## src/rtl/ofmap_wr_buffer.sv

```systemverilog
// Output-activation write receiver: merges complementary half-word writes in a
// one-entry staging register and drains them in order through a FIFO to the even/odd banks.
module ofmap_wr_buffer #(
    parameter int N     = 4,
    parameter int W     = 8,
    parameter int AW    = 8,
    parameter int DEPTH = 4
) (
    input  logic            ck,
    input  logic            rst,
    input  logic            i_ev_odd_n,
    input  logic [AW-1:0]   i_even_addr,
    input  logic [AW-1:0]   i_odd_addr,
    input  logic            i_wr,
    input  logic            i_wrh,
    input  logic            i_wrh_l_n,
    input  logic [N*W-1:0]  i_data,
    input  logic            i_flush,
    output logic            mem_req,
    output logic            mem_odd_sel,
    output logic [AW-1:0]   mem_addr,
    output logic [N*W-1:0]  mem_wdata,
    output logic [W-1:0]    mem_lmask,
    input  logic            mem_gnt,
    output logic            o_busy,
    output logic            o_ovf,
    output logic            o_flush_done
);
    localparam int DW = N * W;
    localparam int PW = $clog2(DEPTH);

    typedef struct packed {
        logic          odd;
        logic [AW-1:0] addr;
        logic [DW-1:0] data;
        logic [W-1:0]  mask;
    } entry_t;

    logic          tgt_odd_q;
    logic [AW-1:0] tgt_even_addr_q;
    logic [AW-1:0] tgt_odd_addr_q;

    entry_t        in_e;
    entry_t        merged;
    entry_t        stg;
    entry_t        stg_n;
    logic          stg_v;
    logic          stg_v_n;
    logic [DW-1:0] lane_bits;
    logic          can_merge;
    logic          push;
    logic          pop;
    logic          full;
    logic          empty;
    logic          flush_any;
    logic          flush_pend;
    logic          done_cond;

    entry_t        fifo_mem [DEPTH];
    entry_t        head;
    logic [PW:0]   wr_ptr;
    logic [PW:0]   rd_ptr;

    // Target leads the strobe by one cycle, so the entry is built from the registered copy.
    always_comb begin
        in_e      = '0;
        in_e.odd  = tgt_odd_q;
        in_e.addr = tgt_odd_q ? tgt_odd_addr_q : tgt_even_addr_q;
        in_e.data = i_data;
        if (!i_wrh)
            in_e.mask = '1;
        else if (!i_wrh_l_n)
            in_e.mask = {{(W/2){1'b1}}, {(W/2){1'b0}}};
        else
            in_e.mask = {{(W/2){1'b0}}, {(W/2){1'b1}}};
    end

    always_comb begin
        lane_bits = '0;
        for (int j = 0; j < W; j++)
            lane_bits[j*N +: N] = {N{in_e.mask[j]}};
    end

    always_comb begin
        merged      = stg;
        merged.data = (stg.data & ~lane_bits) | (i_data & lane_bits);
        merged.mask = stg.mask | in_e.mask;
    end

    assign can_merge = stg_v && (stg.odd == in_e.odd) && (stg.addr == in_e.addr)
                       && ((stg.mask & in_e.mask) == '0);
    assign flush_any = i_flush | flush_pend;
    assign empty     = (wr_ptr == rd_ptr);
    assign full      = (wr_ptr[PW] != rd_ptr[PW]) && (wr_ptr[PW-1:0] == rd_ptr[PW-1:0]);
    assign pop       = !empty && mem_gnt;
    assign done_cond = flush_any && !stg_v && empty && !i_wr;

    always_comb begin
        push    = 1'b0;
        stg_n   = stg;
        stg_v_n = stg_v;
        if (i_wr) begin
            if (can_merge) begin
                stg_n = merged;
            end else begin
                push    = stg_v;
                stg_n   = in_e;
                stg_v_n = 1'b1;
            end
        end else if (stg_v && ((&stg.mask) || flush_any)) begin
            push    = 1'b1;
            stg_v_n = 1'b0;
        end
    end

    always_ff @(posedge ck or posedge rst) begin
        if (rst) begin
            tgt_odd_q       <= 1'b0;
            tgt_even_addr_q <= '0;
            tgt_odd_addr_q  <= '0;
            stg             <= '0;
            stg_v           <= 1'b0;
            wr_ptr          <= '0;
            rd_ptr          <= '0;
            o_ovf           <= 1'b0;
            flush_pend      <= 1'b0;
            o_flush_done    <= 1'b0;
        end else begin
            tgt_odd_q       <= i_ev_odd_n;
            tgt_even_addr_q <= i_even_addr;
            tgt_odd_addr_q  <= i_odd_addr;
            stg             <= stg_n;
            stg_v           <= stg_v_n;
            if (push && (!full || pop))
                wr_ptr <= wr_ptr + 1'b1;
            if (pop)
                rd_ptr <= rd_ptr + 1'b1;
            if (push && full && !pop)
                o_ovf <= 1'b1;
            flush_pend   <= flush_any && !done_cond;
            o_flush_done <= done_cond;
        end
    end

    // Storage needs no reset: the pointers alone define what is queued.
    always_ff @(posedge ck) begin
        if (push && (!full || pop))
            fifo_mem[wr_ptr[PW-1:0]] <= stg;
    end

    assign head        = fifo_mem[rd_ptr[PW-1:0]];
    assign mem_req     = !empty;
    assign mem_odd_sel = !empty && head.odd;
    assign mem_addr    = empty ? '0 : head.addr;
    assign mem_wdata   = empty ? '0 : head.data;
    assign mem_lmask   = empty ? '0 : head.mask;
    assign o_busy      = stg_v || !empty;

endmodule

```

## config.mk

```make
export PLATFORM = sky130hd
export DESIGN_NAME = ofmap_wr_buffer
export DESIGN_NICKNAME = d
export VERILOG_FILES = /design/src/rtl/ofmap_wr_buffer.sv
export SDC_FILE = /design/constraint.sdc
export NUM_CORES = 1
export LEC_CHECK = 0
export BUFFER_PORTS_ARGS = -buffer_cell sky130_fd_sc_hd__buf_2
export CAP_MARGIN = 40
export CORE_MARGIN = 4
export CORE_UTILIZATION = 49
export DETAILED_ROUTE_END_ITERATION = 8
export GPL_TIMING_DRIVEN = 0
export HOLD_SLACK_MARGIN = 0.12
export PLACE_DENSITY = 0.68
export SYNTH_ARGS = -nofsm -noshare
export SYNTH_HDL_FRONTEND = slang
export SYNTH_SLANG_ARGS = --single-unit
```

## constraint.sdc

```tcl
create_clock -name ck -period 5.75 [get_ports ck]
set_input_delay 0.8625 -clock ck [delete_from_list [all_inputs] [get_ports ck]]
set_output_delay 0.8625 -clock ck [all_outputs]
set_load 0.1 [all_outputs]
```

==> results of run 1 <==
## through the flow
step	util	cells	hold slack [ns]	setup slack (ns)	instance area, µm²
final	0.5888	982	0.3286	1.895	12420
after global routing	0.5888	982	0.3358	1.694	12420
after CTS	0.5888	982	0.3253	1.808	12420
after detailed placement	0.5484	934	0.4850	2.396	11560
after global placement	0.5401	924	0.4635	1.396	11390
after floorplan	-	542	0.4724	2.089	10510
## routing by layer
metal,vias to the layer above,routed length (µm),track usage
met1,2673,7965,0.2171
met5,-,13,0
met2,144,10070,0.2870
met4,2,312,0.03869
met3,26,1064,0.02826
li1,2371,-,-
## cell families (layout without fill, tap and decap cells)
logic type / count (synthesis) / in the layout / synth area share
AO/OA/AOI/OAI: 23 / 23 / 0.01488
XOR/XNOR: 16 / 16 / 0.01333
adder cells (fa/ha/maj): 5 / 5 / 0.005952
buffers and inverters: 28 / 193 / 0.01214
flip-flops: 272 / 272 / 0.7410
multiplexers: 91 / 91 / 0.1565
AND/OR/NAND/NOR: 107 / 107 / 0.05619
## area by class of cell
cell class / instances / area (µm²) / area share
plain buffers: 23 / 108.9 / 0.008767
clock buffers: 36 / 739.5 / 0.05956
clock inverters: 12 / 112.6 / 0.009070
inverters: 5 / 21.27 / 0.001713
multi-input cells: 242 / 2599 / 0.2093
flip-flops and latches: 272 / 7787 / 0.6272
well taps: 275 / 344.1 / 0.02771
repair buffers: 117 / 703.2 / 0.05664
## cell usage in the layout, fill, tap and decap left out, types with 3 or more instances in the layout
cell / netlist / final
mux2_4: 20 / 20
ha_1: 5 / 5
and2_2: 0 / 3
mux2i_1: 7 / 7
xnor2_1: 10 / 10
dfrtp_1: 76 / 76
clkbuf_8: 0 / 3
clkbuf_16: 0 / 27
mux2_2: 14 / 14
clkinv_2: 0 / 8
clkbuf_1: 14 / 20
buf_12: 0 / 4
nand2_1: 26 / 26
buf_2: 0 / 107
o21ai_0: 7 / 7
and2_1: 52 / 49
a21oi_1: 9 / 9
xor2_1: 6 / 6
buf_1: 6 / 6
inv_1: 5 / 3
nor2_1: 12 / 12
buf_6: 3 / 7
mux4_2: 49 / 49
edfxtp_1: 196 / 196
## synth_stat cells, types with 3 or more instances
cell type and instances:
o21ai_0 7, nand2_1 26, xor2_1 6, inv_1 5
xnor2_1 10, and2_1 52, ha_1 5, mux4_2 49
buf_6 3, nor2_1 12, mux2i_1 7, mux2_2 14
a21oi_1 9, clkbuf_1 14, buf_1 6, dfrtp_1 76
edfxtp_1 196, mux2_4 20
## worst paths after layout
path                                      end
setup / recovery                  mem_addr[7]
max in group asynchronous   tgt_odd_addr_q[5]
hold reg to reg                         o_ovf
min in group ck            tgt_even_addr_q[4]
setup reg to reg              fifo_mem[1][28]
hold / removal                      async pin
==> metrics.cfg, run 1 <==
[synth]
seq_area_frac_synth=0.7410
avgSynthCellArea_um2=19.39
synth_area_um2=10510
synth-seq-cells=272
yosys-top-cells-area=edfxtp_1, dfrtp_1, mux4_2
synth.top_cell.area_share=0.5600
syn_inst=542
synth_largest_area_cell=edfxtp_1
ys_types=37
synth_edf_count=196
synthFlopType=edfxtp_1
ys_warn_count=0
synth-async-reset-ratio=0.2794
synth_nets=603

[sta]
finalCritPeriodShare=0.6704
rsz0062_at_grt=false
setup_tns_ns=0
tightest_slew_ns=0.7243
slew_headroom=0.5172
fin_skew_ns=0.01288
maxSlewViolCount=0
hold_viol=0
finalSetupViolations=0
timing.fmax_mhz=259.4
fin_crit_ns=3.855

[clock_tree]
worstSkewPairLatency_ns=0.51
htree_levels=1
cts-hold-fix-buffers=0
clkTransAtPathRegs_ns=0.06
numCtsBuffers=27
cts_root_buf=clkbuf_16
clockBufferDepth=3
cts_setup_buffers=0
cts_tree=done
cts_resized=0
cts.sinks=272

[cells_and_area]
syn_to_final_growth_pct=18.13
fin_nets=749
fill_cells=1591
drive_gt1_frac=0.3621
n_antenna_cell=0

[detailed_routing]
vias_per_cell=5.312
postRouteAntennaNets=0
drt_first_pass_iters=4
wl_um=19420
first_iter_violations=234
drcViolationCount=0
routedWlPerCell_um=19.78
dr_total_vias=5216

[die]
start_util=0.4984
die-area_um2=23860
die_h_um=154.5
row_count=53
die_w_um=154.5
coreArea_um2=21090
ios=109

[run_status]
outcome=completed

[critical_path]
critPathRequiredTime_ns=4.89
rr_worst_depth=8
cp_max_fo=10
regToRegSetupSlack_ns=2.71
reg2reg_from=tgt_odd_q
cpLargestDelayFamily=buffers and inverters
crit_cells=8
crit_top_cell=clkbuf_1
arrival_ns=2.99
cp_cell_sequence=clkbuf_1 -> xnor2_1 -> nand2_1 -> nor2_1 -> inv_1 -> clkbuf_1 -> and2_1 -> buf_2
cp_num_buf_inv=4
endpoint_kind=primary output
critPathLaunchType=register
critPathKind=register to primary output
cp_slowest_cell=buf_2
startpoint=rd_ptr[0]
critPathMaxStageDelay_ns=0.44

[global_route]
grt_max_degree=58
grt_pass1_wl_um=30650
grt_pass1_vias=5608
grtUsageTotal=0.1641
antenna_found_initial=1
grt-ovfl-total=0

[placement]
io_buffers=107
gp_congestion=0.7087
dpl.hpwl_um=12400

[hold_path]
hold_class=input port to async pin

[run]
drv_cap=0

Power of run 1 is left out: the tool's default activity adds up to more than one toggle a clock period on the data nets, which glitch-free logic cannot reach.
==> run 2, diff against run 1 <==
Settings changed: ABC_AREA set to 1.
Clock period 5.75 ns to 3.6 ns, I/O delays scaled along.
==> run 2 against run 1 <==
Net effect: via count grew 42%; utilization grew 1.4 points; first-iteration DRC count grew 140%; sequential share of layout area shrank 3.5 points; register-to-register slack lost 2.1 ns; highest routed layer is now met4; critical path type unchanged; critical path depth shrank 1.
==> metrics.cfg, run 2 <==
[global_route]
grt_max_degree=45  ; was 58
grt-ovfl-total=0  ; unchanged
grt_pass1_vias=7231  ; was 5608
antenna_found_initial=0  ; was 1
top_usage_layer=met2  ; unchanged
grt_util_met2=0.3459  ; was 0.2870
met1_usage=0.2820  ; was 0.2171
grt_pass1_wl_um=39320  ; was 30650 µm
grtUsageMet3=0.02750  ; was 0.02826
grtUsageTotal=0.2041  ; was 0.1641

[die]
die_w_um=157.1  ; was 154.5 µm
ios=109  ; unchanged
die-area_um2=24690  ; was 23860 µm²
start_util=0.4994  ; was 0.4984
row_count=54  ; was 53
coreArea_um2=21820  ; was 21090 µm²
die_h_um=157.1  ; was 154.5 µm

[placement]
io_buffers=107  ; unchanged
dpl.hpwl_um=15890  ; was 12400 µm
postPlaceCellArea_um2=12010  ; was 11560 µm²
gp_congestion=0.7622  ; was 0.7087

[synth]
synth-seq-cells=272  ; unchanged
ys_warn_count=0  ; unchanged
synth_nets=1005  ; was 603
syn_inst=944  ; was 542
seq_area_frac_synth=0.7145  ; was 0.7410
ys_types=31  ; was 37
avgSynthCellArea_um2=11.55  ; was 19.39 µm²
yosysMostFrequentCell=edfxtp_1  ; unchanged
synth_area_um2=10900  ; was 10510 µm²
synth-async-reset-ratio=0.2794  ; unchanged
synth_edf_count=196  ; unchanged
yosys-top-cells-area=edfxtp_1, dfrtp_1, nand2_1  ; was edfxtp_1, dfrtp_1, mux4_2
synthFlopType=edfxtp_1  ; unchanged
synth.top_cell.area_share=0.5400  ; was 0.5600
synth_common_cells=edfxtp_1, nand2_1, nor2_1, dfrtp_1, inv_1  ; was edfxtp_1, dfrtp_1, and2_1, mux4_2, nand2_1
synth_largest_area_cell=edfxtp_1  ; unchanged

[run]
drv_cap=0  ; unchanged

[sta]
hold_viol=0  ; unchanged
fin_crit_ns=3.479
slew_headroom=0.4683  ; was 0.5172
rsz0062_at_grt=true  ; was false
finalCritPeriodShare=0.9665
tightest_slew_ns=0.7975  ; was 0.7243 ns
maxSlewViolCount=0  ; unchanged
fin_skew_ns=0.01546  ; was 0.01288 ns
timing.fmax_mhz=287.4
finalSetupViolations=0  ; unchanged
hold_ws_ns=0.2069  ; was 0.3286 ns

[clock_tree]
numCtsBuffers=27  ; unchanged
worstSkewPairLatency_ns=0.53  ; was 0.51 ns
clkTransAtPathRegs_ns=0.06  ; about the same
clockBufferDepth=3  ; unchanged
htree_levels=1  ; unchanged
cts_tree=done  ; unchanged
cts.sinks=272  ; unchanged
cts_root_buf=clkbuf_16  ; unchanged

[hold_path]
min_from=i_data[5]
hold_class=input port to register  ; was input port to async pin
min_path_cells=3

[critical_path]
cp_cell_sequence=clkbuf_1 -> xnor2_1 -> nand3_1 -> clkbuf_1 -> nand2_1 -> inv_1 -> buf_2  ; was clkbuf_1 -> xnor2_1 -> nand2_1 -> nor2_1 -> inv_1 -> clkbuf_1 -> and2_1 -> buf_2
regToRegSetupSlack_ns=0.62  ; was 2.71 ns
critPathLaunchType=register  ; unchanged
cpLargestDelayFamily=buffers and inverters  ; unchanged
endpoint_kind=primary output  ; unchanged
arrival_ns=2.94  ; was 2.99 ns
rr_worst_depth=14  ; was 8
crit_top_cell=clkbuf_1  ; unchanged
reg2reg_from=tgt_odd_q  ; unchanged
cp_max_fo=10  ; unchanged
cp_num_buf_inv=4  ; unchanged
critPathMaxStageDelay_ns=0.46  ; was 0.44 ns
reg2reg_to=fifo_mem[2][14]  ; was fifo_mem[1][28]
critPathKind=register to primary output  ; unchanged
cp_slowest_cell=clkbuf_1  ; was buf_2
critPathRequiredTime_ns=3.06  ; was 4.89 ns

[cells_and_area]
fin_nets=1167  ; was 749
syn_to_final_growth_pct=20.72  ; was 18.13%
fill_cells=1752  ; was 1591
final_common_cell=edfxtp_1  ; unchanged
drive_gt1_frac=0.1785  ; was 0.3621
finalInstanceArea_um2=13160  ; was 12420 µm²
layout_common_cells=edfxtp_1, nand2_1, nor2_1, buf_2, dfrtp_1  ; was edfxtp_1, buf_2, dfrtp_1, mux4_2, and2_1
n_antenna_cell=0  ; unchanged

[detailed_routing]
dr_total_vias=7391  ; was 5216
postRouteAntennaNets=0  ; unchanged
drt_first_pass_iters=5  ; was 4
first_iter_violations=568  ; was 234
wl_um=25270  ; was 19420 µm
vias_per_cell=5.257  ; was 5.312
drcViolationCount=0  ; unchanged
routedWlPerCell_um=17.98  ; was 19.78 µm

[run_status]
outcome=completed  ; unchanged

[run 2: cell count changes after synthesis, moves of 49 or more]
cell and change:
nand2_1 +165, o21ai_0 +49, nor2_1 +151, and2_1 -51, inv_1 +70, mux4_2 -49
o32ai_1 +49
[run 2: layout make-up]
| class | count | area [µm²] | share of cell area |
|---|---|---|---|
| Multi-Input combinational cell | 543 | 2616 | 0.1988 |
| Clock inverter | 14 | 173.9 | 0.01322 |
| Clock buffer | 35 | 765.7 | 0.05820 |
| Timing Repair Buffer | 134 | 925.9 | 0.07037 |
| Buffer | 51 | 246.5 | 0.01873 |
| Tap cell | 280 | 350.3 | 0.02663 |
| Inverter | 77 | 291.5 | 0.02216 |
| Sequential cell | 272 | 7787 | 0.5919 |
[run 2: kinds of logic (layout without fill, tap and decap cells)]
group                    count (synthesis)  in the layout  synth area share
flip-flops                             272            272            0.7145
buffers and inverters                  129            311           0.04821
adder cells (fa/ha/maj)                  5              5          0.005740
AO/OA/AOI/OAI                          116            116           0.07095
multiplexers                             1              1          0.001033
XOR/XNOR                                 7              7          0.005625
AND/OR/NAND/NOR                        414            414            0.1539
[run 2: stage by stage]
stage / cells / setup TNS (ns) / worst slack, ns / utilization
4_1_cts: 1405 / 0 / 0.02117 / 0.6015
3_5_place_dp: 1339 / 0 / 0.3805 / 0.5502
6_report: 1406 / 0 / 0.1207 / 0.6029
2_1_floorplan: 944 / -55.60 / -0.2837 / -
5_1_grt: 1406 / -0.1236 / -0.05365 / 0.6029
3_3_place_gp: 1331 / -448.96 / -2.366 / 0.5400
[run 2: tightest hold or removal path, stage by stage]
cell and delay (ns):
buf_2 0.07, nand2_1 0.04, nand2_1 0.04
[run 2: how the worst max path moves through the flow]
stage / from / end / slack [ns] / cells after the start
2_1_floorplan: tgt_odd_q / fifo_mem[0][0] / -0.28 / 10
3_3_place_gp: i_wrh_l_n / fifo_mem[0][41] / -2.37 / 13
3_5_place_dp: rd_ptr[0] / mem_lmask[0] / 0.38 / 8
4_1_cts: rd_ptr[1] / mem_lmask[0] / 0.02 / 7
5_1_grt: rd_ptr[1] / mem_lmask[6] / -0.05 / 7
6_report: rd_ptr[1] / mem_lmask[6] / 0.12 / 7
[run 2: repair_timing]
action	CTS	global route
hold buffers	18	0
pin swaps	0	0
endpoints found under the setup margin	20	49
gates resized for setup	2	17
hold endpoints to repair	49	0
buffers inserted	0	0
[run 2: layer usage]
metal	share of wire	up-vias	wire [µm]
met5	0	-	0
met3	0.063	40	1598
met2	0.50	237	12580
li1	-	3555	-
met4	0.019	0	489
met1	0.42	3559	10610
Power of run 2 is left out for the same reason.
